## config.mk

```make
export PLATFORM = sky130hd
export DESIGN_NAME = wishbone_arbiter_flat
export DESIGN_NICKNAME = d
export VERILOG_FILES = /design/src/rtl/wishbone_pkg.sv /design/src/rtl/wishbone_arbiter_if.sv /design/src/rtl/rr_picker.sv /design/src/rtl/wishbone_arbiter.sv /design/src/flat_wrapper.sv
export SDC_FILE = /design/constraint.sdc
export NUM_CORES = 1
export LEC_CHECK = 0
export ABC_AREA = 0
export CAP_MARGIN = 10
export CORE_AREA = 2 2 120 122
export DETAILED_ROUTE_END_ITERATION = 16
export DIE_AREA = 0 0 122 124
export DONT_BUFFER_PORTS = 1
export MAX_ROUTING_LAYER = met4
export PLACE_DENSITY = 0.3
export SYNTH_ARGS = -nofsm -noshare
export SYNTH_HDL_FRONTEND = slang
export SYNTH_HIERARCHICAL = 1
export SYNTH_SLANG_ARGS = --single-unit
```

## constraint.sdc

```tcl
create_clock -name clk_i -period 2.06 [get_ports clk_i]
set_input_delay 0.618 -clock clk_i [delete_from_list [all_inputs] [get_ports clk_i]]
set_output_delay 0.618 -clock clk_i [all_outputs]
set_load 0.005 [all_outputs]
```

## src/rtl/wishbone_pkg.sv

```systemverilog
// rtl/wishbone_pkg.sv - shared Wishbone request/response types and arbiter state encoding
package wishbone_pkg;

    // Tags are carried at this width internally and trimmed to TAGSIZE at the ports.
    localparam int TAG_MAX = 8;

    typedef enum logic {
        ST_IDLE,
        ST_GRANT
    } arb_state_e;

    typedef struct packed {
        logic               cyc;
        logic               stb;
        logic               we;
        logic [3:0]         sel;
        logic [31:0]        adr;
        logic [31:0]        dat;
        logic [TAG_MAX-1:0] tga;
        logic [TAG_MAX-1:0] tgc;
        logic [TAG_MAX-1:0] tgd;
    } wb_req_t;

    typedef struct packed {
        logic [31:0]        dat;
        logic [TAG_MAX-1:0] tgd;
        logic               ack;
        logic               err;
        logic               rty;
    } wb_rsp_t;

endpackage

```

## src/rtl/wishbone_arbiter_if.sv

```systemverilog
// rtl/wishbone_arbiter_if.sv - bundle of master-side and slave-side Wishbone signals around the arbiter
interface wishbone_arbiter_if #(
    parameter int N_MASTERS = 2,
    parameter int TAGSIZE   = 2
);
    logic [N_MASTERS-1:0]         m_cyc_i;
    logic [N_MASTERS-1:0]         m_stb_i;
    logic [N_MASTERS-1:0]         m_we_i;
    logic [4*N_MASTERS-1:0]       m_sel_i;
    logic [32*N_MASTERS-1:0]      m_adr_i;
    logic [32*N_MASTERS-1:0]      m_dat_i;
    logic [TAGSIZE*N_MASTERS-1:0] m_tga_i;
    logic [TAGSIZE*N_MASTERS-1:0] m_tgc_i;
    logic [TAGSIZE*N_MASTERS-1:0] m_tgd_i;
    logic [31:0]                  m_dat_o;
    logic [TAGSIZE-1:0]           m_tgd_o;
    logic [N_MASTERS-1:0]         m_ack_o;
    logic [N_MASTERS-1:0]         m_err_o;
    logic [N_MASTERS-1:0]         m_rty_o;

    logic                         s_cyc_o;
    logic                         s_stb_o;
    logic                         s_we_o;
    logic [3:0]                   s_sel_o;
    logic [31:0]                  s_adr_o;
    logic [31:0]                  s_dat_o;
    logic [TAGSIZE-1:0]           s_tga_o;
    logic [TAGSIZE-1:0]           s_tgc_o;
    logic [TAGSIZE-1:0]           s_tgd_o;
    logic [31:0]                  s_dat_i;
    logic [TAGSIZE-1:0]           s_tgd_i;
    logic                         s_ack_i;
    logic                         s_err_i;
    logic                         s_rty_i;

    logic [N_MASTERS-1:0]         gnt_o;
    logic                         busy_o;

    // The arbiter side of the bundle.
    modport slave (
        input  m_cyc_i, m_stb_i, m_we_i, m_sel_i, m_adr_i, m_dat_i, m_tga_i, m_tgc_i, m_tgd_i,
        output m_dat_o, m_tgd_o, m_ack_o, m_err_o, m_rty_o,
        output s_cyc_o, s_stb_o, s_we_o, s_sel_o, s_adr_o, s_dat_o, s_tga_o, s_tgc_o, s_tgd_o,
        input  s_dat_i, s_tgd_i, s_ack_i, s_err_i, s_rty_i,
        output gnt_o, busy_o
    );

    // The environment side: masters plus the shared slave.
    modport master (
        output m_cyc_i, m_stb_i, m_we_i, m_sel_i, m_adr_i, m_dat_i, m_tga_i, m_tgc_i, m_tgd_i,
        input  m_dat_o, m_tgd_o, m_ack_o, m_err_o, m_rty_o,
        input  s_cyc_o, s_stb_o, s_we_o, s_sel_o, s_adr_o, s_dat_o, s_tga_o, s_tgc_o, s_tgd_o,
        output s_dat_i, s_tgd_i, s_ack_i, s_err_i, s_rty_i,
        input  gnt_o, busy_o
    );
endinterface

```

## src/rtl/rr_picker.sv

```systemverilog
// rtl/rr_picker.sv - combinational round-robin search starting just after last_idx
module rr_picker #(
    parameter int N    = 2,
    parameter int IDXW = (N > 1) ? $clog2(N) : 1
) (
    input  logic [N-1:0]    req,
    input  logic [IDXW-1:0] last_idx,
    output logic [IDXW-1:0] idx,
    output logic            valid
);
    logic [IDXW-1:0] cand;

    always_comb begin
        idx   = '0;
        valid = 1'b0;
        cand  = '0;
        // i == N wraps back to last_idx itself, so it is searched last.
        for (int i = 1; i <= N; i++) begin
            cand = IDXW'((int'(last_idx) + i) % N);
            if (!valid && req[cand]) begin
                idx   = cand;
                valid = 1'b1;
            end
        end
    end
endmodule

```

## src/rtl/wishbone_arbiter.sv

```systemverilog
// rtl/wishbone_arbiter.sv - round-robin N-master Wishbone arbiter with strobe watchdog
module wishbone_arbiter
    import wishbone_pkg::*;
#(
    parameter int N_MASTERS = 2,
    parameter int TAGSIZE   = 2,
    parameter int TIMEOUT   = 16
) (
    input  logic              clk_i,
    input  logic              rst_i,
    wishbone_arbiter_if.slave bus
);
    localparam int IDXW = $clog2(N_MASTERS);
    localparam int WDW  = $clog2(TIMEOUT);

    arb_state_e      state, state_nxt;
    logic [IDXW-1:0] grant_idx, grant_nxt;
    logic [IDXW-1:0] last_idx, last_nxt;
    logic [WDW-1:0]  wd_cnt, wd_nxt;
    logic [IDXW-1:0] pick_idx;
    logic            pick_valid;
    logic            wd_fire;
    logic            any_rsp;

    wb_req_t req [N_MASTERS];
    wb_req_t cur;
    wb_rsp_t rsp;

    always_comb begin
        for (int i = 0; i < N_MASTERS; i++) begin
            req[i].cyc = bus.m_cyc_i[i];
            req[i].stb = bus.m_stb_i[i];
            req[i].we  = bus.m_we_i[i];
            req[i].sel = bus.m_sel_i[4*i +: 4];
            req[i].adr = bus.m_adr_i[32*i +: 32];
            req[i].dat = bus.m_dat_i[32*i +: 32];
            req[i].tga = TAG_MAX'(bus.m_tga_i[TAGSIZE*i +: TAGSIZE]);
            req[i].tgc = TAG_MAX'(bus.m_tgc_i[TAGSIZE*i +: TAGSIZE]);
            req[i].tgd = TAG_MAX'(bus.m_tgd_i[TAGSIZE*i +: TAGSIZE]);
        end
    end

    assign cur     = req[grant_idx];
    assign rsp     = '{dat: bus.s_dat_i, tgd: TAG_MAX'(bus.s_tgd_i),
                       ack: bus.s_ack_i, err: bus.s_err_i, rty: bus.s_rty_i};
    assign any_rsp = rsp.ack | rsp.err | rsp.rty;

    // Fires on the TIMEOUT-th consecutive unanswered strobe cycle.
    assign wd_fire = (state == ST_GRANT) && cur.stb && (wd_cnt == WDW'(TIMEOUT - 1));

    rr_picker #(.N(N_MASTERS), .IDXW(IDXW)) u_picker (
        .req      (bus.m_cyc_i),
        .last_idx (last_idx),
        .idx      (pick_idx),
        .valid    (pick_valid)
    );

    always_ff @(posedge clk_i or posedge rst_i) begin
        if (rst_i) begin
            state     <= ST_IDLE;
            grant_idx <= '0;
            last_idx  <= IDXW'(N_MASTERS - 1);
            wd_cnt    <= '0;
        end else begin
            state     <= state_nxt;
            grant_idx <= grant_nxt;
            last_idx  <= last_nxt;
            wd_cnt    <= wd_nxt;
        end
    end

    always_comb begin
        state_nxt   = state;
        grant_nxt   = grant_idx;
        last_nxt    = last_idx;
        wd_nxt      = '0;
        bus.gnt_o   = '0;
        bus.busy_o  = 1'b0;
        bus.s_cyc_o = 1'b0;
        bus.s_stb_o = 1'b0;
        bus.s_we_o  = 1'b0;
        bus.s_sel_o = '0;
        bus.s_adr_o = '0;
        bus.s_dat_o = '0;
        bus.s_tga_o = '0;
        bus.s_tgc_o = '0;
        bus.s_tgd_o = '0;
        bus.m_dat_o = '0;
        bus.m_tgd_o = '0;
        bus.m_ack_o = '0;
        bus.m_err_o = '0;
        bus.m_rty_o = '0;

        case (state)
            ST_IDLE: begin
                if (pick_valid) begin
                    state_nxt = ST_GRANT;
                    grant_nxt = pick_idx;
                end
            end
            ST_GRANT: begin
                bus.busy_o             = 1'b1;
                bus.gnt_o[grant_idx]   = 1'b1;
                bus.s_cyc_o            = cur.cyc;
                bus.s_stb_o            = cur.stb & ~wd_fire;
                bus.s_we_o             = cur.we;
                bus.s_sel_o            = cur.sel;
                bus.s_adr_o            = cur.adr;
                bus.s_dat_o            = cur.dat;
                bus.s_tga_o            = TAGSIZE'(cur.tga);
                bus.s_tgc_o            = TAGSIZE'(cur.tgc);
                bus.s_tgd_o            = TAGSIZE'(cur.tgd);
                bus.m_dat_o            = rsp.dat;
                bus.m_tgd_o            = TAGSIZE'(rsp.tgd);
                bus.m_ack_o[grant_idx] = rsp.ack;
                bus.m_err_o[grant_idx] = rsp.err | wd_fire;
                bus.m_rty_o[grant_idx] = rsp.rty;

                if (cur.stb && !any_rsp && !wd_fire) begin
                    wd_nxt = wd_cnt + 1'b1;
                end
                if (!cur.cyc) begin
                    state_nxt = ST_IDLE;
                    last_nxt  = grant_idx;
                    wd_nxt    = '0;
                end
            end
            default: begin
                state_nxt = ST_IDLE;
            end
        endcase
    end
endmodule
```

## src/flat_wrapper.sv

```systemverilog
// flat-port wrapper written by rule: the top's interface ports become plain ports
module wishbone_arbiter_flat import wishbone_pkg::*;
#(
    parameter int N_MASTERS = 2,
    parameter int TAGSIZE   = 2,
    parameter int TIMEOUT   = 16
)
  (clk_i, rst_i, bus_m_cyc_i, bus_m_stb_i, bus_m_we_i, bus_m_sel_i, bus_m_adr_i, bus_m_dat_i, bus_m_tga_i, bus_m_tgc_i, bus_m_tgd_i, bus_m_dat_o, bus_m_tgd_o, bus_m_ack_o, bus_m_err_o, bus_m_rty_o, bus_s_cyc_o, bus_s_stb_o, bus_s_we_o, bus_s_sel_o, bus_s_adr_o, bus_s_dat_o, bus_s_tga_o, bus_s_tgc_o, bus_s_tgd_o, bus_s_dat_i, bus_s_tgd_i, bus_s_ack_i, bus_s_err_i, bus_s_rty_i, bus_gnt_o, bus_busy_o);
  wishbone_arbiter_if #(.N_MASTERS(N_MASTERS), .TAGSIZE(TAGSIZE)) bus_i ();
  input  logic clk_i;
  input  logic rst_i;
  input wire logic [$bits(bus_i.m_cyc_i)-1:0] bus_m_cyc_i;
  input wire logic [$bits(bus_i.m_stb_i)-1:0] bus_m_stb_i;
  input wire logic [$bits(bus_i.m_we_i)-1:0] bus_m_we_i;
  input wire logic [$bits(bus_i.m_sel_i)-1:0] bus_m_sel_i;
  input wire logic [$bits(bus_i.m_adr_i)-1:0] bus_m_adr_i;
  input wire logic [$bits(bus_i.m_dat_i)-1:0] bus_m_dat_i;
  input wire logic [$bits(bus_i.m_tga_i)-1:0] bus_m_tga_i;
  input wire logic [$bits(bus_i.m_tgc_i)-1:0] bus_m_tgc_i;
  input wire logic [$bits(bus_i.m_tgd_i)-1:0] bus_m_tgd_i;
  output wire logic [$bits(bus_i.m_dat_o)-1:0] bus_m_dat_o;
  output wire logic [$bits(bus_i.m_tgd_o)-1:0] bus_m_tgd_o;
  output wire logic [$bits(bus_i.m_ack_o)-1:0] bus_m_ack_o;
  output wire logic [$bits(bus_i.m_err_o)-1:0] bus_m_err_o;
  output wire logic [$bits(bus_i.m_rty_o)-1:0] bus_m_rty_o;
  output wire logic [$bits(bus_i.s_cyc_o)-1:0] bus_s_cyc_o;
  output wire logic [$bits(bus_i.s_stb_o)-1:0] bus_s_stb_o;
  output wire logic [$bits(bus_i.s_we_o)-1:0] bus_s_we_o;
  output wire logic [$bits(bus_i.s_sel_o)-1:0] bus_s_sel_o;
  output wire logic [$bits(bus_i.s_adr_o)-1:0] bus_s_adr_o;
  output wire logic [$bits(bus_i.s_dat_o)-1:0] bus_s_dat_o;
  output wire logic [$bits(bus_i.s_tga_o)-1:0] bus_s_tga_o;
  output wire logic [$bits(bus_i.s_tgc_o)-1:0] bus_s_tgc_o;
  output wire logic [$bits(bus_i.s_tgd_o)-1:0] bus_s_tgd_o;
  input wire logic [$bits(bus_i.s_dat_i)-1:0] bus_s_dat_i;
  input wire logic [$bits(bus_i.s_tgd_i)-1:0] bus_s_tgd_i;
  input wire logic [$bits(bus_i.s_ack_i)-1:0] bus_s_ack_i;
  input wire logic [$bits(bus_i.s_err_i)-1:0] bus_s_err_i;
  input wire logic [$bits(bus_i.s_rty_i)-1:0] bus_s_rty_i;
  output wire logic [$bits(bus_i.gnt_o)-1:0] bus_gnt_o;
  output wire logic [$bits(bus_i.busy_o)-1:0] bus_busy_o;
  assign bus_i.m_cyc_i = bus_m_cyc_i;
  assign bus_i.m_stb_i = bus_m_stb_i;
  assign bus_i.m_we_i = bus_m_we_i;
  assign bus_i.m_sel_i = bus_m_sel_i;
  assign bus_i.m_adr_i = bus_m_adr_i;
  assign bus_i.m_dat_i = bus_m_dat_i;
  assign bus_i.m_tga_i = bus_m_tga_i;
  assign bus_i.m_tgc_i = bus_m_tgc_i;
  assign bus_i.m_tgd_i = bus_m_tgd_i;
  assign bus_m_dat_o = bus_i.m_dat_o;
  assign bus_m_tgd_o = bus_i.m_tgd_o;
  assign bus_m_ack_o = bus_i.m_ack_o;
  assign bus_m_err_o = bus_i.m_err_o;
  assign bus_m_rty_o = bus_i.m_rty_o;
  assign bus_s_cyc_o = bus_i.s_cyc_o;
  assign bus_s_stb_o = bus_i.s_stb_o;
  assign bus_s_we_o = bus_i.s_we_o;
  assign bus_s_sel_o = bus_i.s_sel_o;
  assign bus_s_adr_o = bus_i.s_adr_o;
  assign bus_s_dat_o = bus_i.s_dat_o;
  assign bus_s_tga_o = bus_i.s_tga_o;
  assign bus_s_tgc_o = bus_i.s_tgc_o;
  assign bus_s_tgd_o = bus_i.s_tgd_o;
  assign bus_i.s_dat_i = bus_s_dat_i;
  assign bus_i.s_tgd_i = bus_s_tgd_i;
  assign bus_i.s_ack_i = bus_s_ack_i;
  assign bus_i.s_err_i = bus_s_err_i;
  assign bus_i.s_rty_i = bus_s_rty_i;
  assign bus_gnt_o = bus_i.gnt_o;
  assign bus_busy_o = bus_i.busy_o;
  wishbone_arbiter #(.N_MASTERS(N_MASTERS), .TAGSIZE(TAGSIZE), .TIMEOUT(TIMEOUT)) u_core (.clk_i(clk_i), .rst_i(rst_i), .bus(bus_i));
endmodule
```

# ---- Word level (Yosys, flattened, before mapping)
# Cells that the tools add are included.
dict set report op_classes {
  n_addsub 3
  order_cmp 5
  n_eq_ne 1
  muxes 35
  n_bitwise 11
  n_reduce_logical 11
}
# cell n
set op_table {}
lappend op_table {{$mux 95} 3}
lappend op_table {{$mux 32} 3}
lappend op_table {{$mux 2} 8}
lappend op_table {{$mux 4} 4}
lappend op_table {{$mux 1} 15}
lappend op_table {{$and 2x2->2} 3}
lappend op_table {{$logic_and 1x1->1} 6}
lappend op_table {{$lt 1x2->1 const B} 3}
lappend op_table {{$add 4x1->4 const B} 1}
lappend op_table {{$eq 4x4->1 const B} 1}
lappend op_table {{$reduce_and 2->1} 2}
lappend op_table {{$logic_not 1->1} 3}
lappend op_table {{$not 1->1} 3}
lappend op_table {{$or 1x1->1} 3}
lappend op_table {{$add 1x1->1 const B} 2}
lappend op_table {{$ge 2x2->1 const B} 1}
lappend op_table {{$not 1->2} 1}
lappend op_table {{$pmux 1 s2} 1}
lappend op_table {{$and 1x1->1} 1}
lappend op_table {{$demux 1 s1} 1}
lappend op_table {{$ge 1x1->1 const B} 1}
dict set report word_totals {
  ff_bits 7
  input_bits 193
  out_inout_bits 120
  word_cells 70
}

# ---- Longest topological paths before layout
# Gate-level depths: netlist of the first run.
dict set report logic_depth {
  ltp_word 11
  depth_mapped 4
  mapped_depth_nobuf 4
}

# ---- Hierarchy
# Netlist of the first run, hierarchy kept.
# module n_inst cells_per_inst area_each_um2 seq_area_each_um2
set by_module_without_submodules {}
lappend by_module_without_submodules {wishbone_arbiter 1 249 1970.6 176.4}
lappend by_module_without_submodules {rr_picker 1 2 13.8 0.0}

# ---- Worst setup path before layout of the first run
# No wires, ideal clock.
dict set report synth_path {
  kind {input -> output}
  from {input bus_m_stb_i[1]}
  to {output bus_s_stb_o}
  t_arrival_ns 1.112
  required_ns 1.442
  slack_ns 0.330
  stages 2
  n_path_buf 0
  path_cell_list {mux2_1 > and3b_1}
}
dict set report synth_via {
  elab_chain_len 8
}
# element line_no
set synth_rtl {}
lappend synth_rtl {{start, declared} flat_wrapper.sv:13} ;# input wire logic [$bits(bus_i.m_stb_i)-1:0] bus_m_stb_i;
lappend synth_rtl {{$mux 95 (not written as such) (*) (3 in series)} wishbone_arbiter.sv:43} ;# assign cur = req[grant_idx];
lappend synth_rtl {{$logic_and 1x1->1 (2 in series)} wishbone_arbiter.sv:49} ;# assign wd_fire = (state == ST_GRANT) && cur.stb && (wd_cnt == WDW'(TIMEOUT - 1));
lappend synth_rtl {{$not 1->1} wishbone_arbiter.sv:105} ;# bus.s_stb_o = cur.stb & ~wd_fire;
lappend synth_rtl {{$and 1x1->1 (*)} wishbone_arbiter.sv:105}
lappend synth_rtl {{$mux 1 (*)} wishbone_arbiter.sv:94} ;# case (state)
lappend synth_rtl {{end, declared} flat_wrapper.sv:27} ;# output wire logic [$bits(bus_i.s_stb_o)-1:0] bus_s_stb_o;
# Mark *: on every way between the ends. The rest lies on a longest branch, timed or not. The select of a mux whose other input is x is not followed.

# ---- Worst setup path after layout of the first run
dict set report layout_path {
  from {register u_core.grant_idx}
  to {output bus_s_adr_o[9]}
}
dict set report layout_via {
  elab_chain_len 5
}
# element line_no
set layout_rtl {}
lappend layout_rtl {{start, declared} wishbone_arbiter.sv:17} ;# logic [IDXW-1:0] grant_idx, grant_nxt;
lappend layout_rtl {{start signal, assigned} wishbone_arbiter.sv:66} ;# grant_idx <= grant_nxt;
lappend layout_rtl {{$not 1->2 (not written as such)} wishbone_arbiter.sv:43}
lappend layout_rtl {{$mux 95 (not written as such) (3 in series)} wishbone_arbiter.sv:43}
lappend layout_rtl {{$mux 32} wishbone_arbiter.sv:94}
lappend layout_rtl {{end, declared} flat_wrapper.sv:30} ;# output wire logic [$bits(bus_i.s_adr_o)-1:0] bus_s_adr_o;
# No other way between the ends. The select of a mux whose other input is x is not followed.

==> results of run 1 <==
critical path, delay by kind of cell (launching register included):
| family | cells | cell delay, ns |
|---|---|---|
| buffers and inverters | 1 | 0.27 |
| AND/OR/NAND/NOR | 1 | 0.09 |
| flip-flops | 1 | 0.47 |
| multiplexers | 1 | 0.28 |
flip-flops by register name, indices dropped and copies added, names as in the netlist:
| register | flops |
|---|---|
| u_core/grant_idx | 1 |
| u_core/last_idx | 1 |
| u_core/state | 1 |
| u_core/wd_cnt | 4 |
metal layers:
| metal | global-route usage [%] | wire (um) | vias to the layer above | share of wire (%) |
|---|---|---|---|---|
| met2 | 12.4 | 3340 | 152 | 53 |
| met4 | 0.431 | 0 | 0 | 0 |
| met1 | 7.54 | 2300 | 807 | 36 |
| li1 | - | - | 807 | - |
| met5 | - | 0 | - | 0 |
| met3 | 1.47 | 671 | 0 | 11 |
synthesized netlist by cell type, types with 2 or more instances:
| cell type | count |
|---|---|
| sky130_fd_sc_hd__nor2b_1 | 79 |
| sky130_fd_sc_hd__mux2i_1 | 75 |
| sky130_fd_sc_hd__and2_1 | 38 |
| sky130_fd_sc_hd__clkbuf_1 | 13 |
| sky130_fd_sc_hd__buf_4 | 8 |
| sky130_fd_sc_hd__a21oi_1 | 6 |
| sky130_fd_sc_hd__dfrtp_1 | 6 |
| sky130_fd_sc_hd__and3_1 | 3 |
| sky130_fd_sc_hd__inv_1 | 3 |
| sky130_fd_sc_hd__mux2_2 | 2 |
| sky130_fd_sc_hd__nor2_1 | 2 |
| sky130_fd_sc_hd__or2_1 | 2 |
kinds of logic after synthesis:
| kind of cell | count (synthesis) | share of synthesized area [%] |
|---|---|---|
| flops | 7 | 8.89 |
| compound gates | 8 | 2.14 |
| mux | 78 | 39.5 |
| simple gates | 131 | 42.1 |
| fa+ha+maj | 1 | 0.630 |
| xor+xnor | 1 | 0.441 |
| buf+inv | 25 | 6.31 |
worst max path at each step:
stage / endpoint / slack (ns) / depth (start not counted) / start
6_report: bus_s_adr_o[9] / 0.05 / 3 / u_core/grant_idx
5_1_grt: bus_s_adr_o[19] / -0.008 / 3 / u_core/grant_idx
4_1_cts: bus_s_stb_o / 0.003 / 3 / u_core/wd_cnt[0]
3_5_place_dp: bus_s_adr_o[31] / 0.14 / 3 / u_core/grant_idx
3_3_place_gp: bus_s_adr_o[31] / 0.17 / 3 / u_core/grant_idx
2_1_floorplan: bus_s_stb_o / 0.33 / 2 / bus_m_stb_i[1]
final cells by class:
| class | count | area [sq um] | share of cell area, % |
|---|---|---|---|
| Tap cell | 180 | 225 | 9.93 |
| Inverter | 3 | 11.3 | 0.496 |
| Sequential cell | 7 | 181 | 8.00 |
| Timing Repair Buffer | 6 | 77.6 | 3.42 |
| Clock buffer | 4 | 78.8 | 3.47 |
| Multi-Input combinational cell | 219 | 1690 | 74.7 |
where the power goes:
group	leakage [uW]	internal [uW]	switching (uW)	total, uW
combinational	0.000805	1060	1200	2250
clock	0.0000382	257	69.2	326
sequential	0.0000878	181	58.1	240
total	0.000931	1500	1320	2820
stage by stage:
stage / setup slack [ns] / utilization, %
after floorplan: 0.330 / -
after CTS: 0.00346 / 16.4
final: 0.0529 / 16.5
after global routing: -0.00790 / 16.5
after global placement: 0.171 / 15.8
after detailed placement: 0.138 / 15.8
what timing repair did:
item | 4_1_cts | 5_1_grt
setup endpoints to repair | 33 | 37
gates resized for setup | 1 | 7
hold endpoints to repair | 0 | 0
==> insert_results.sql, run 1 <==
INSERT INTO impl_metrics (metric_group, metric, value, unit) VALUES
('finish', 'layout_commonest_cell', 'sky130_fd_sc_hd__nor2b_1', ''),
('yosys', 'ys_seq_area_share', '8.89', '%'),
('yosys', 'number_of_synthesis_warnings', '6', ''),
('grt', 'grt_antenna_before_repair', '0', ''),
('finish', 'antennaDiodeCount', '0', ''),
('pwr', 'power.static_leakage', '0.000931', 'uW'),
('min_path', 'worst_hold_path_type', 'input pin to async pin', ''),
('timing', 'setup_repair_after_global_routing_missed_its_margin', 'true', ''),
('setup_path', 'path_max_fanout', '44', ''),
('setup_path', 'startpoint_type', 'flop', ''),
('timing', 'timing.fmax', '498', 'MHz'),
('yosys', 'post_synth_num_cell_types', '26', ''),
('setup_path', 'cp.required', '1.44', 'ns'),
('clock_tree', 'clock_tree.htree_level_count', '1', ''),
('floorplan', 'die_height', '124', 'um'),
('clock_tree', 'sink_count_of_the_clock_tree', '7', ''),
('detailed_routing', 'drtIter0Drc', '36', ''),
('detailed_routing', 'drt-wirelength-per-cell', '15.1', 'um'),
('floorplan', 'initial_utilization', '14.5', '%'),
('yosys', 'yosysTopAreaCell', 'sky130_fd_sc_hd__mux2i_1', ''),
('floorplan', 'floorplan.rows', '43', ''),
('timing', 'max_slew.worst_pin.slew', '0.339', 'ns'),
('yosys', 'yosysTopAreaCellShare', '37.8', '%'),
('yosys', 'synth_area_leaders', 'sky130_fd_sc_hd__mux2i_1 (38%), sky130_fd_sc_hd__nor2b_1 (25%), sky130_fd_sc_hd__and2_1 (12%)', ''),
('setup_path', 'cp_cell_sequence', 'buf_12, mux2i_1, nor2b_1', ''),
('setup_path', 'worstReg2RegEnd', 'u_core/state', ''),
('setup_path', 'critical_path.slowest_cell', 'sky130_fd_sc_hd__dfrtp_4', ''),
('timing', 'hold_ws', '0.215', 'ns'),
('run_status', 'run_status', 'complete, no violations', ''),
('finish', 'layout-drive-gt1-share', '9.21', '%'),
('setup_path', 'max_stage_delay', '0.47', 'ns'),
('setup_path', 'reg2reg_slack', '0.66', 'ns'),
('setup_path', 'regToRegStartpoint', 'u_core/grant_idx', ''),
('clock_tree', 'postCtsSetupRepairBufs', '0', ''),
('setup_path', 'critical_path_arrival', '1.39', 'ns'),
('finish', 'num-fill-cells', '1543', ''),
('clock_tree', 'tritoncts', 'built', ''),
('grt', 'pin_count_of_the_biggest_net_entering_global_routing', '68', ''),
('detailed_routing', 'number_of_design_rule_violations_left_after_detail_routing', '0', ''),
('finish', 'top_library_cells_by_usage_in_the_layout_fill_and_taps_aside', 'sky130_fd_sc_hd__nor2b_1 (78), sky130_fd_sc_hd__mux2i_1 (75), sky130_fd_sc_hd__and2_1 (38), sky130_fd_sc_hd__a21oi_1 (5), sky130_fd_sc_hd__dfrtp_1 (4)', ''),
('grt', 'grt_first_pass_wirelength', '7740', 'um'),
('clock_tree', 'clkSlewWorstSetupHoldPaths', '0.04', 'ns'),
('placement', 'post-place-cells', '415', ''),
('clock_tree', 'cts_max_path_buffers', '2', ''),
('pwr', 'power_density', '1240', 'mW/mm^2'),
('floorplan', 'design.core.area', '0.0137', 'sq mm'),
('placement', 'dpl-instance-area', '0.00217', 'sq mm'),
('timing', 'maxSlewViolCount', '0', ''),
('setup_path', 'worst-r2r-cell-count', '3', ''),
('detailed_routing', 'route.vias.total', '1766', ''),
('yosys', 'synth_area', '0.00198', 'sq mm'),
('yosys', 'synthesis.instances', '251', ''),
('placement', 'place.detailed.hpwl', '5370', 'um'),
('finish', 'finish.net_count', '434', ''),
('floorplan', 'die-area', '0.0151', 'sq mm'),
('yosys', 'synth_ff_type', 'sky130_fd_sc_hd__dfrtp_1', ''),
('detailed_routing', 'detailedRoute.firstPassIterationCount', '4', ''),
('setup_path', 'worst-setup-path-type', 'flop to output port', ''),
('placement', 'gp_congestion', '0.763', ''),
('timing', 'worst_clock_skew', '0.00218', 'ns'),
('placement', 'placement.io_buffers', '0', ''),
('yosys', 'mappedNetlistNets', '445', ''),
('detailed_routing', 'drt_wl_total', '6320', 'um'),
('detailed_routing', 'drt-vias-per-instance', '4.21', ''),
('yosys', 'synth-edff-count', '0', ''),
('pwr', 'irDropWorstVdd', '0.000548', 'V'),
('timing', 'final_layout_setup_total_negative_slack', '0', 'ns'),
('timing', 'timing.max_slew.rel_slack', '77.4', '%'),
('clock_tree', 'worstSkewPairLatency', '0.23', 'ns'),
('timing', 'final_period_minus_worst_setup_slack', '2.01', 'ns'),
('flow_run', 'maxcap_violations', '0', '');
Note: power is estimated with default switching activity, not from simulation.
==> inputs of run 2 (changes only) <==
--- a/config.mk
+++ b/config.mk
@@ -6,6 +6,7 @@
 export NUM_CORES = 1
 export LEC_CHECK = 0
 export ABC_AREA = 0
+export ABC_CLOCK_PERIOD_IN_PS = 2060
 export CAP_MARGIN = 10
 export CORE_AREA = 2 2 120 122
 export DETAILED_ROUTE_END_ITERATION = 16
==> results of run 2 <==
Final layout, timing and power as in run 1 (identical DEF).
==> inputs of run 3 (changes only) <==
--- a/config.mk
+++ b/config.mk
@@ -8,12 +8,14 @@
 export ABC_AREA = 0
 export ABC_CLOCK_PERIOD_IN_PS = 2060
 export CAP_MARGIN = 10
-export CORE_AREA = 2 2 120 122
+export CELL_PAD_IN_SITES_DETAIL_PLACEMENT = 1
+export CELL_PAD_IN_SITES_GLOBAL_PLACEMENT = 1
+export CORE_AREA = 2 2 123 125
 export DETAILED_ROUTE_END_ITERATION = 16
-export DIE_AREA = 0 0 122 124
+export DIE_AREA = 0 0 125 127
 export DONT_BUFFER_PORTS = 1
 export MAX_ROUTING_LAYER = met4
-export PLACE_DENSITY = 0.3
+export PLACE_DENSITY = 0.37
 export SYNTH_ARGS = -nofsm -noshare
 export SYNTH_HDL_FRONTEND = slang
 export SYNTH_HIERARCHICAL = 1
==> run 3 against run 2 <==
Against the previous run:
- via count up 0.74%
- sequential power grew 15%
- count of clock-buffer cells in the layout is the same
- setup slack worse by 0.023 ns
- critical path type unchanged
- critical endpoint is now bus_s_adr_o[6]
==> insert_results.sql, run 3 (synthesized netlist as in run 1, its figures left out) <==
INSERT INTO impl_metrics (metric_group, metric, value, unit) VALUES
('run_status', 'run_status', 'complete, no violations', ''),
('finish', 'syn_to_final_growth', '17.2', '%'),
('grt', 'pin_count_of_the_biggest_net_entering_global_routing', '65', ''),
('finish', 'layout-drive-gt1-share', '9.17', '%'),
('placement', 'post-place-cells', '419', ''),
('pwr', 'switching_pwr', '1400', 'uW'),
('placement', 'place.detailed.hpwl', '5960', 'um'),
('clock_tree', 'cts_buf_count', '3', ''),
('clock_tree', 'cell_at_the_root_of_the_clock_tree', 'sky130_fd_sc_hd__clkbuf_16', ''),
('pwr', 'p_clk_share', '11.3', '%'),
('grt', 'grt_pass1_vias', '1677', ''),
('clock_tree', 'cts_max_path_buffers', '2', ''),
('finish', 'post-route-cell-area', '0.00232', 'sq mm'),
('clock_tree', 'postCtsSetupRepairBufs', '0', ''),
('flow_run', 'maxcap_violations', '0', ''),
('floorplan', 'floorplan.rows', '44', ''),
('finish', 'largest_register_ffs', '4', ''),
('grt', 'grt_overflow', '0', ''),
('setup_path', 'critical_path_arrival', '1.41', 'ns'),
('placement', 'gp_congestion', '0.733', ''),
('finish', 'layout_commonest_cell', 'sky130_fd_sc_hd__nor2b_1', ''),
('finish', 'finish.net_count', '435', ''),
('finish', 'antennaDiodeCount', '0', ''),
('finish', 'instances_no_fill', '424', ''),
('timing', 'final_period_minus_worst_setup_slack', '2.03', 'ns'),
('timing', 'finalHoldViolCount', '0', ''),
('setup_path', 'path_max_fanout', '22', ''),
('detailed_routing', 'drtIter0Drc', '51', ''),
('timing', 'report.final.setup_viol', '0', ''),
('clock_tree', 'tritoncts', 'built', ''),
('floorplan', 'die_height', '127', 'um'),
('detailed_routing', 'antenna_violating_nets_post_route', '0', ''),
('grt', 'grt_util_all_layers', '7.49', '%'),
('grt', 'grt_antenna_before_repair', '0', ''),
('clock_tree', 'clkSlewWorstSetupHoldPaths', '0.04', 'ns'),
('clock_tree', 'sink_count_of_the_clock_tree', '7', ''),
('setup_path', 'startpoint_type', 'flop', ''),
('timing', 'maxSlewViolCount', '0', ''),
('setup_path', 'cp.required', '1.44', 'ns'),
('finish', 'utilization', '16.1', '%'),
('pwr', 'power_switching_share', '47.2', '%'),
('setup_path', 'worst-r2r-cell-count', '3', ''),
('timing', 'max_slew.worst_pin.slew', '0.388', 'ns'),
('detailed_routing', 'drt_wl_total', '7370', 'um'),
('grt', 'grt_first_pass_wirelength', '9430', 'um'),
('pwr', 'seq_power_share', '9.3', '%'),
('pwr', 'combinationalPowerShare', '79.4', '%'),
('timing', 'timing.max_slew.rel_slack', '74.1', '%'),
('timing', 'worst_clock_skew', '0.00171', 'ns'),
('detailed_routing', 'drt-wirelength-per-cell', '17.4', 'um'),
('finish', 'top_library_cells_by_usage_in_the_layout_fill_and_taps_aside', 'sky130_fd_sc_hd__nor2b_1 (79), sky130_fd_sc_hd__mux2i_1 (75), sky130_fd_sc_hd__and2_1 (38), sky130_fd_sc_hd__a21oi_1 (5)', ''),
('pwr', 'power.static_leakage', '0.000951', 'uW'),
('floorplan', 'design.core.area', '0.0144', 'sq mm'),
('min_path', 'worst_hold_path_type', 'input pin to async pin', ''),
('timing', 'hold_ws', '0.204', 'ns'),
('timing', 'setup_repair_after_global_routing_missed_its_margin', 'true', ''),
('clock_tree', 'clock_tree.htree_level_count', '1', ''),
('placement', 'dpl-instance-area', '0.00219', 'sq mm'),
('setup_path', 'end_kind', 'output port', ''),
('finish', 'largest_register', 'u_core/wd_cnt', ''),
('pwr', 'power_density', '1280', 'mW/mm^2'),
('timing', 'final.period_utilization', '98.6', '%'),
('pwr', 'irDropWorstVdd', '0.000324', 'V'),
('setup_path', 'worst-setup-path-type', 'flop to output port', ''),
('detailed_routing', 'detailedRoute.firstPassIterationCount', '4', ''),
('floorplan', 'die-area', '0.0159', 'sq mm'),
('detailed_routing', 'route.vias.total', '1779', ''),
('floorplan', 'floorplan.die.width', '125', 'um'),
('finish', 'num-fill-cells', '1723', ''),
('timing', 'timing.final.ws_setup', '0.0294', 'ns'),
('placement', 'placement.setup.worst_slack', '0.194', 'ns'),
('clock_tree', 'worstSkewPairLatency', '0.23', 'ns'),
('detailed_routing', 'number_of_design_rule_violations_left_after_detail_routing', '0', ''),
('placement', 'placement.io_buffers', '0', ''),
('floorplan', 'ios', '313', ''),
('pwr', 'internal_power', '1570', 'uW'),
('timing', 'timing.fmax', '492', 'MHz'),
('detailed_routing', 'drt-vias-per-instance', '4.20', ''),
('floorplan', 'initial_utilization', '13.8', '%');
[run 3: cell types whose count changed in the layout (fill, tap and decap cells not counted), sizes merged]
cell and change:
clkbuf +1
[run 3: layout make-up]
class / count / area, sq um / area share (%)
flip-flops and latches: 7 / 181 / 7.80
well taps: 184 / 230 / 9.90
inverters: 3 / 11.3 / 0.484
multi-input cells: 219 / 1710 / 73.5
clock buffers: 4 / 78.8 / 3.39
repair buffers: 7 / 115 / 4.95
[run 3: metal layers]
layer	global-route usage (%)	routed length, um
met1	9.21	2820
met2	13.2	3920
met3	1.34	589
met4	1.05	34
met5	-	0
[run 3: worst max-delay path, cell delays in order, from the launching register on]
cell	delay, ns
sky130_fd_sc_hd__dfrtp_4	0.57
sky130_fd_sc_hd__buf_16	0.23
sky130_fd_sc_hd__mux2i_1	0.27
sky130_fd_sc_hd__nor2b_1	0.10
[run 3: power groups by stage]
stage          clock network (uW)  logic (uW)  registers (uW)
6_report                      335        2360             277
5_1_grt                       354        2550             291
3_5_place_dp                    0        2310             268
4_1_cts                       342        2340             270
2_1_floorplan                   0        2000             191
3_3_place_gp                    0        2310             267
[run 3: through the flow]
step / total power [uW] / setup TNS [ns]
after floorplan: 2190 / 0
after global placement: 2580 / 0
after detailed placement: 2570 / 0
after CTS: 2950 / -0.0819
after global routing: 3200 / -0.453
final: 2970 / 0
[run 3: worst paths after layout]
kind,start,to,slack (ns)
max,u_core/grant_idx,bus_s_adr_o[6],0.03
min,rst_i,u_core/wd_cnt[1],0.20
max reg2reg,u_core/grant_idx,u_core/state,0.59
min reg2reg,u_core/last_idx,u_core/last_idx,0.53
max in group asynchronous,rst_i,u_core/last_idx,1.59
min in group clk_i,u_core/last_idx,u_core/last_idx,0.53
[run 3: repair_timing]
item,in CTS,in global routing
endpoints found under the setup margin,5,47
pin swaps,0,1
cloned,0,1
hold buffers,0,0
gates resized for setup,1,7
==> edit 1 (config.mk and constraints of run 1) <==
`TIMEOUT` is set to 16 in 2 places; all go to 32.
--- a/src/rtl/wishbone_arbiter.sv
+++ b/src/rtl/wishbone_arbiter.sv
@@ -6,3 +6,3 @@
     parameter int TAGSIZE   = 2,
-    parameter int TIMEOUT   = 16
+    parameter int TIMEOUT   = 32
 ) (
--- a/src/flat_wrapper.sv
+++ b/src/flat_wrapper.sv
@@ -5,3 +5,3 @@
     parameter int TAGSIZE   = 2,
-    parameter int TIMEOUT   = 16
+    parameter int TIMEOUT   = 32
 )
Function: no difference found for any inputs over 10 cycles, from zero or initial values and one cycle with rst_i high; that may be too few to reach the edited logic, so the function may still have changed.
==> edit 1 against run 1 <==
- via count grew 6.4%
- power is 26% higher
- sequential power increased by 8.7%
- critical path type unchanged
- count of clock-buffer cells in the layout stayed put
- sequential cell count up 1
- routed wire length rose by 37%
- synthesized area is 1.7% higher
- design area up 14%
- worst setup slack got worse by 0.050 ns
==> edit 1: results (changes against run 1) <==
metric	value	unit	change
antennaDiodeCount	0		unchanged
switching_power	1580	µW	+19%
largest_reg_flops	5		+1
pre_cts_slack	0.119	ns	-0.0186 ns
relSlewSlack	70.4	%	-7.0 points
drt_iter0_markers	55		+53%
dpl.hpwl	7020	µm	+31%
status	complete, no violations		
ir_worst_vdd	0.466	mV	-15%
synth-seq-area-share	9.98	%	+1.1 points
synthTopCellsByCount	nor2b_1, mux2i_1, and2_1		
first_pass_iters	4		unchanged
synth.distinct_cells	26		unchanged
dp.cells	426		+2.7%
clock_latency	0.23	ns	about the same
finalNetCount	456		+5.1%
grt_pass1_vias	1733		+14%
viasPerCell	4.27		+1.3%
clock_path_buffers	2		unchanged
synth_nets	449		+0.90%
vias	1879		+6.4%
grt_max_degree	62		-8.8%
slowest_delay	0.55	ns	+0.08 ns
critPathArrivalTime	1.44	ns	+0.05 ns
cp_top_family	flip-flops		
place.gp.congestion	0.807		+5.8%
skew	0.00527	ns	+0.00309 ns
path_clk_slew	0.04	ns	about the same
grt_usage	9.67	%	+3.1 points
antenna_found_initial	0		unchanged
drive_gt1_share	16.9	%	+7.7 points
wire_per_inst	19.7	µm	+30%
async_flop_share	100	%	unchanged
synthCells	254		+1.2%
ys_warn_count	6		unchanged
synthTopCellsByArea	mux2i_1, nor2b_1, and2_1		
p_leak	0.00110	µW	+18%
grt_pass1_wl	10500	µm	+36%
crit_path_max_fanout	18		-59%
hold_class	input port to asynchronous set/reset pin		
root_buffer	clkbuf_16		
port_buffers	0		unchanged
[edit 1: per-stage QoR]
step	cell area [µm²]	utilization, %	setup TNS (ns)
global placement	2270	16.6	0
floorplan	2020	-	0
global route	2590	18.9	-0.983
detailed placement	2270	16.6	0
CTS	2550	18.6	-0.262
finish	2590	18.9	0
[edit 1: power groups by stage]
| stage | Combinational [µW] | Clock [µW] | Sequential [µW] |
|---|---|---|---|
| 3_3_place_gp | 2590 | 0 | 236 |
| 4_1_cts | 3020 | 345 | 269 |
| 6_report | 2950 | 332 | 261 |
| 3_5_place_dp | 2600 | 0 | 237 |
| 2_1_floorplan | 2010 | 0 | 212 |
| 5_1_grt | 3200 | 356 | 269 |
[edit 1: layer usage]
metal	up-vias	share of wire (%)	GRT usage (%)
met5	-	0	-
met1	858	33	9.48
li1	848	-	-
met4	0	0	0.431
met3	0	12	3.25
met2	173	55	19.3
[edit 1: cell type report]
| cell class | count | area (µm²) |
|---|---|---|
| Clock buffer | 4 | 78.8 |
| Fill cell | 1521 | 11100 |
| Timing Repair Buffer | 24 | 310 |
| Tap cell | 180 | 225 |
| Inverter | 4 | 15.0 |
| Sequential cell | 8 | 206 |
| Multi-Input combinational cell | 220 | 1750 |
[edit 1: path summary, 6_finish.rpt]
kind / depth (start not counted) / endpoint / slack [ns] / from
setup / recovery: 3 / bus_s_dat_o[3] / 0.003 / u_core/grant_idx
hold / removal: 1 / u_core/wd_cnt[2] / 0.24 / rst_i
setup reg to reg: 6 / u_core/wd_cnt[0] / 0.48 / u_core/wd_cnt[0]
hold reg to reg: 2 / u_core/last_idx / 0.53 / u_core/last_idx
max in group asynchronous: 1 / u_core/last_idx / 1.52 / rst_i
min in group clk_i: 2 / u_core/last_idx / 0.53 / u_core/last_idx
[edit 1: cells by family (layout without fill, tap and decap cells)]
kind of cell | after synthesis | count (layout) | synth area share, %
and+or+nand+nor | 133 | 133 | 40.9
buffers and inverters | 26 | 32 | 6.57
xor gates and xnor gates | 2 | 2 | 0.868
muxes | 78 | 78 | 39.1
AOI/OAI and AO/OA | 5 | 5 | 1.36
adders and majority gates | 2 | 2 | 1.24
DFF | 8 | 8 | 9.98
[edit 1: what timing repair did]
item	CTS	global route
setup endpoints to repair	9	53
buffers inserted	7	1
gates resized for setup	15	5
pin swaps	0	0
endpoints found under the hold margin	0	0
cloned	2	0
==> edit 2 (settings of run 1) <==
Made on the original files. Make the reset (`rst_i`) synchronous in one clocked block.
--- a/src/rtl/wishbone_arbiter.sv
+++ b/src/rtl/wishbone_arbiter.sv
@@ -57,3 +57,3 @@
 
-    always_ff @(posedge clk_i or posedge rst_i) begin
+    always_ff @(posedge clk_i) begin
         if (rst_i) begin
Formal check against the unedited RTL: differs if rst_i is asserted again (counterexample within 4 cycles, from zero or initial values and one cycle with rst_i high); with rst_i held inactive, the same outputs for 4 cycles.
==> edit 2 against run 1 <==
- sequential cell count is the same
- count of clock-buffer cells in the layout stayed put
- die area unchanged
- routed wire length increased by 1.6%
- synthesized area fell by 1.3%
- sequential share of layout area decreased by 1.6 points
- design area barely moved
- worst setup slack got worse by 0.013 ns
- critical endpoint is now bus_s_adr_o[18]
Power is left out: it rests on default switching activity, and per cell area and clock period it moved more than threefold.
==> edit 2: results (changes against run 1) <==
metric	value	unit	change
status	complete, no violations		
vias	1731		-2.0%
crit_path_max_fanout	40		-9.1%
r2r_cells	3		unchanged
wl_met2	3400	µm	+1.7%
avgSynthCellArea	7.78	µm²	-1.7%
r2r-end	u_core/state		
synth-seq-area-share	7.15	%	-1.7 points
fin_crit_sh	98.1	%	+0.62 points
final.fill_count	1541		-0.13%
min_from	rst_i		
synthMuxAreaShare	40.2	%	+0.63 points
relSlewSlack	72.1	%	-5.2 points
synthTopCellsByCount	nor2b_1, mux2i_1, and2_1		
layout.cells.non_filler	420		+0.24%
synth_xor_area_share	0.894	%	+0.45 points
crit_slowest_cell	dfxtp_4		
skew	0.000159	ns	-0.00202 ns
grt_pass1_wl	7690	µm	-0.62%
worstSetupEndpoint	bus_s_adr_o[18]		
wire_per_inst	15.3	µm	+1.4%
grt_pass1_vias	1514		-0.26%
port_buffers	0		unchanged
async_flop_share	0	%	-100 points
wl_met3	713	µm	+6.3%
place.gp.congestion	0.718		-5.9%
drt_iter0_markers	30		-17%
hold_class	input port to register		
synth_nets	446		+0.22%
met1_length	2310	µm	+0.13%
drive_gt1_share	8.33	%	-0.87 points
startpoint	u_core/grant_idx		
clock_path_buffers	2		unchanged
synthTopCellsByArea	mux2i_1, nor2b_1, and2_1		
dpl.hpwl	5550	µm	+3.4%
synthAdderAreaFrac	0.639	%	+0.0081 points
grt_util_met1	7.69	%	+0.15 points
cts.repair.resized	0		-1
ys_dominant_reg_cell	dfxtp_1		
synth_compound_area_share	2.30	%	+0.16 points
finalNetCount	435		+0.23%
use_met3	1.37	%	-0.092 points
grt_usage	6.66	%	+0.034 points
edit 2: changes by cell type after synthesis, sizes merged, moves of 2 or more:
| cell | delta |
|---|---|
| dfxtp | +7 |
| dfrtp | -6 |
| a21oi | -2 |
| nand2 | +2 |
| nand3 | +2 |
edit 2: layout make-up:
| type | count | share of cell area, % |
|---|---|---|
| Multi-Input combinational cell | 221 | 75.9 |
| Tap cell | 180 | 9.93 |
| Sequential cell | 7 | 6.40 |
| Timing Repair Buffer | 6 | 3.97 |
| Clock buffer | 4 | 3.48 |
| Inverter | 2 | 0.331 |
edit 2: stage by stage:
stage | worst slack [ns] | TNS [ns] | utilization, % | hold slack [ns]
2_1_floorplan | 0.388 | 0 | - | 0.440
3_3_place_gp | 0.251 | 0 | 15.7 | 0.459
3_5_place_dp | 0.250 | 0 | 15.7 | 0.461
4_1_cts | 0.00118 | 0 | 16.3 | 0.443
5_1_grt | -0.00619 | -0.0101 | 16.5 | 0.447
6_report | 0.0401 | 0 | 16.5 | 0.448
